File: src/rtl/fetch_decode_pipe.sv
// Pipelined ARM front end: PC register, IF/ID pipeline register, register file
// with PC alias and write-back bypass, and the immediate extender for execute.
module fetch_decode_pipe #(
   parameter int              WIDTH    = 32,
   parameter int              NREGS    = 16,
   parameter logic [WIDTH-1:0] PC_RESET = '0,
   localparam int             RW       = $clog2(NREGS)
) (
   input  logic             clk,
   input  logic             reset,
   input  logic             stall_f,
   input  logic             flush_d,
   input  logic             pc_src,
   input  logic [WIDTH-1:0] branch_target,
   output logic [WIDTH-1:0] imem_addr,
   input  logic [31:0]      imem_rdata,
   input  logic             wb_en,
   input  logic [RW-1:0]    wb_addr,
   input  logic [WIDTH-1:0] wb_data,
   input  logic [1:0]       reg_src,
   input  logic [1:0]       imm_src,
   output logic             valid_d,
   output logic [31:0]      instr_d,
   output logic [WIDTH-1:0] pc_plus8_d,
   output logic [WIDTH-1:0] src_a_d,
   output logic [WIDTH-1:0] write_data_d,
   output logic [WIDTH-1:0] ext_imm_d
);

   localparam logic [RW-1:0] PC_IDX = RW'(NREGS - 1);

   logic [WIDTH-1:0] pc;
   logic [WIDTH-1:0] pc_d;
   logic [WIDTH-1:0] regs [NREGS];
   logic [RW-1:0]    ra1;
   logic [RW-1:0]    ra2;
   logic [WIDTH-1:0] imm24_sx;

   assign imem_addr  = pc;
   assign pc_plus8_d = pc_d + WIDTH'(8);

   // Redirect beats stall so a taken branch is never lost behind a held fetch.
   // NOTE: sequential state uses non-blocking assignments only, so every flop
   // samples the pre-edge values regardless of block ordering.
   always_ff @(posedge clk or posedge reset) begin
      if (reset) begin
         pc <= PC_RESET;
      end else if (pc_src) begin
         pc <= branch_target;
      end else if (!stall_f) begin
         pc <= pc + WIDTH'(4);
      end
   end

   // A bubble leaves pc_d untouched; only instr/valid are cleared.
   always_ff @(posedge clk or posedge reset) begin
      if (reset) begin
         instr_d <= '0;
         pc_d    <= '0;
         valid_d <= 1'b0;
      end else if (flush_d || pc_src) begin
         instr_d <= '0;
         valid_d <= 1'b0;
      end else if (!stall_f) begin
         instr_d <= imem_rdata;
         pc_d    <= pc;
         valid_d <= 1'b1;
      end
   end

   // NOTE: the register array is cleared by reset, so it must map to flops
   // rather than an inferred RAM macro, which has no asynchronous clear.
   always_ff @(posedge clk or posedge reset) begin
      if (reset) begin
         for (int i = 0; i < NREGS; i++) begin
            regs[i] <= '0;
         end
      end else if (wb_en && (wb_addr != PC_IDX)) begin
         regs[wb_addr] <= wb_data;
      end
   end

   assign ra1 = reg_src[0] ? PC_IDX : RW'(instr_d[19:16]);
   assign ra2 = reg_src[1] ? RW'(instr_d[15:12]) : RW'(instr_d[3:0]);

   // PC alias first, then the same-cycle write-back bypass, then storage.
   // NOTE: each combinational output gets a default before any branch, so no
   // path leaves it unassigned and no latch is inferred.
   always_comb begin
      src_a_d = regs[ra1];
      if (ra1 == PC_IDX) begin
         src_a_d = pc_plus8_d;
      end else if (wb_en && (wb_addr == ra1)) begin
         src_a_d = wb_data;
      end
   end

   always_comb begin
      write_data_d = regs[ra2];
      if (ra2 == PC_IDX) begin
         write_data_d = pc_plus8_d;
      end else if (wb_en && (wb_addr == ra2)) begin
         write_data_d = wb_data;
      end
   end

   assign imm24_sx = {{(WIDTH-24){instr_d[23]}}, instr_d[23:0]};

   always_comb begin
      ext_imm_d = '0;
      case (imm_src)
         2'b00:   ext_imm_d = WIDTH'(instr_d[7:0]);
         2'b01:   ext_imm_d = WIDTH'(instr_d[11:0]);
         2'b10:   ext_imm_d = {imm24_sx[WIDTH-3:0], 2'b00};
         default: ext_imm_d = '0;
      endcase
   end

endmodule

File: config.mk
export PLATFORM = sky130hd
export DESIGN_NAME = fetch_decode_pipe
export DESIGN_NICKNAME = d
export VERILOG_FILES = /design/src/rtl/fetch_decode_pipe.sv
export SDC_FILE = /design/constraint.sdc
export NUM_CORES = 2
export LEC_CHECK = 0
export CELL_PAD_IN_SITES_DETAIL_PLACEMENT = 1
export CELL_PAD_IN_SITES_GLOBAL_PLACEMENT = 1
export CORE_MARGIN = 2
export CORE_UTILIZATION = 53
export CTS_BUF_LIST = sky130_fd_sc_hd__clkbuf_8
export DETAILED_ROUTE_END_ITERATION = 8
export PLACE_DENSITY_LB_ADDON = 0.1
export REMOVE_ABC_BUFFERS = 1
export SYNTH_ARGS = -nofsm -noshare
export SYNTH_HDL_FRONTEND = slang
export SYNTH_SLANG_ARGS = --single-unit
File: constraint.sdc
create_clock -name clk -period 45.7 [get_ports clk]
set_clock_uncertainty 0.1 [all_clocks]
set_input_delay 9.14 -clock clk [delete_from_list [all_inputs] [get_ports clk]]
set_output_delay 9.14 -clock clk [all_outputs]
set_load 0.01 [all_outputs]
==> impl_metrics.toml <==
[global_routing]
grt_pass1_wl_mm = 190
antenna_found_initial = 6
grt_max_degree = 104
grt_use_total_pct = 38.6
grt_overflow = 0
grt_pass1_vias = 28317

[timing]
finalCritPeriodShare_pct = 51.3
maxSlewViolCount = 0
worst_pin_slew_ns = 1.29
fin_crit_ns = 23.44
rsz0062_at_grt = "no"
finalSetupViolations = 0
fmax_mhz = 42.7
finalSetupTns_ns = 0
slew_headroom_pct = 13.7
hold_violations = 0
setup_ws_ns = 22.26

[synthesis]
ys_async_sr_fraction_pct = 100
syn_inst = 2794
yosysWarnings = 0
avgSynthCellArea_sq_um = 12.1
synth_common_cells = "609 x dfrtp_1, 527 x mux2_2, 173 x clkbuf_1"
synth_top_area_cell = "dfrtp_1"
synth_area_leaders = "dfrtp_1 45%, mux2_2 18%, mux4_2 9.4%"
ys_ff_latch = 609
synth.distinct_cells = 78
synth-edff-count = 0
synth_ff_type = "dfrtp_1"
netlist.area_leader.share_pct = 45.1
synth.most_common_cell = "dfrtp_1"
ys_seq_area_share_pct = 45.1
synth_area_sq_um = 33800

[worst_setup_path]
timing.reg2reg.setup_slack_ns = 43.24
r2r_end = "imem_addr[31]"
crit_required_ns = 36.46
cp_max_fo = 53
cp.arrival_ns = 14.20
crit_path_max_incr_delay_ns = 0.90
rr_startpoint = "imem_addr[4]"
criticalPathCategory = "in -> out"
slowest_stage = "and2_1"
crit_chain = "buf_2 > buf_4 > nor2_4 > buf_4 > a2111oi_0 > and2_1 > buf_4 > a2111oi_0 > o21ai_0 > clkdlybuf4s50_1"
reg2regPathDepth = 6
cp-end-kind = "primary output"
start_kind = "primary input"
crit_top_cell = "buf_4"

[clock_tree]
cts_tree = "built"
clock-sinks = 609
clk_pin_slew_ns = 0.06
hold_buffers = 0
post_cts_buffers = 0
htree_num_levels = 3
cts_buffers = 106
clock_latency_ns = 0.72
clockBufferDepth = 3
cts-root-buf = "clkbuf_8"
cts_resized = 0

[finish]
final_area_sq_um = 39300
utilization_pct = 62.3
nNetsFinal = 3079
syn2layout_area_growth_pct = 16.3
final_layout_size_suffix_gt1_share_pct = 30.8
fillers = 6343
area.sequential_sq_um = 15200
multi_input_area_sq_um = 17100

[detailed_routing]
route.detailed.drc = 0
firstDrtPassIters = 6
wl_mm = 127
drt_iter0_drc = 2610
vias = 26668
wl_per_cell_um = 32.4
antenna_left = 0
viasPerCell = 6.83

[die]
core_sq_um = 63100
die_w_um = 256
start_util_pct = 53.6
die-height_um = 256
ioPinCount = 303
num_rows = 92
fp.dieArea_sq_um = 65800

[place]
preCtsSetupSlack_ns = 22.47
hpwl_mm = 75.7
placed_area_sq_um = 37200
port_buffers = 302
gp_congestion = 0.865

[worst_hold_path]
hold-path-endpoint = "regs[2]"
worst_hold_startpoint = "regs[2]"
whs_path_depth = 0
hp-class = "reg -> reg"

[power_and_ir_drop]
irDropWorstVdd_v = 0.0000318
cellLeakagePower_uw = 0.0161
p_per_area_nw_per_um2 = 42.5

[run_status]
status = "finished clean"

[job]
maxCapViolations = 0
==> worst max-delay path by stage <==
stage | slack, ns | endpoint | from
CTS | 22.45 | write_data_d[8] | reg_src[1]
floorplan | 19.41 | imem_addr[0] | reset
global placement | 22.61 | write_data_d[8] | reg_src[1]
detailed placement | 22.47 | write_data_d[8] | reg_src[1]
finish | 22.26 | src_a_d[0] | reg_src[0]
global route | 22.22 | write_data_d[19] | reg_src[1]
==> critical path, delay by kind of cell <==
family | cells | cell delay (ns)
AOI/OAI and AO/OA | 3 | 1.23
buffers and inverters | 5 | 2.79
and+or+nand+nor | 2 | 0.95
==> layout by cell type (no fill, tap or decap), types with 40 or more instances in the layout <==
cell / instances
dfrtp_1: 606
mux2_2: 527
clkdlybuf4s50_1: 299
nand2_1: 155
mux4_2: 141
clkbuf_8: 133
o21ai_0: 131
mux2i_1: 127
inv_1: 99
nor2_1: 65
buf_4: 65
nor2b_1: 53
a22o_1: 50
a22oi_1: 47
o221ai_1: 44
a211oi_1: 42
nand3_1: 40
==> registers in the layout, indices dropped and copies added, names as in the netlist <==
signal	flops
instr_d	32
pc_d	32
imem_addr	32
regs	512
valid_d	1
==> layout make-up <==
cell class / instances / area share (%)
inverters: 54 / 0.535
repair buffers: 367 / 8.90
well taps: 846 / 2.69
flip-flops and latches: 609 / 38.8
clock buffers: 133 / 4.66
clock inverters: 63 / 0.764
diodes: 5 / 0.0318
multi-input cells: 1829 / 43.6
==> where the power goes <==
group / total (uW) / switching, uW / internal [uW]
Combinational: 421 / 192 / 228
Clock: 504 / 237 / 267
Sequential: 747 / 97.9 / 649
Total: 1670 / 527 / 1140
==> cells by family (layout without fill, tap and decap cells) <==
| logic type | after synthesis | count (layout) | synth area share (%) |
|---|---|---|---|
| mux | 808 | 808 | 31.4 |
| flops | 609 | 609 | 45.1 |
| compound gates | 485 | 485 | 10.2 |
| simple gates | 474 | 474 | 6.97 |
| buf+inv | 356 | 617 | 4.70 |
| xor+xnor | 60 | 60 | 1.58 |
| fa+ha+maj | 2 | 2 | 0.0741 |
| other cells | 0 | 5 | 0 |
==> metrics by stage <==
stage / total power (uW) / hold slack (ns) / instances
global placement: 1140 / 0.273 / 3705
CTS: 1670 / 0.296 / 3901
floorplan: 984 / 0.262 / 2492
global route: 1740 / 0.312 / 3904
detailed placement: 1170 / 0.281 / 3705
finish: 1670 / 0.297 / 3906
==> metal layers <==
layer  share of wire, %  track usage [%]
met1                 40             51.5
met2                 46             60.4
met3                8.7             8.53
met4                5.2             18.4
met5                  0                0
(Power assumes the default switching activity.)
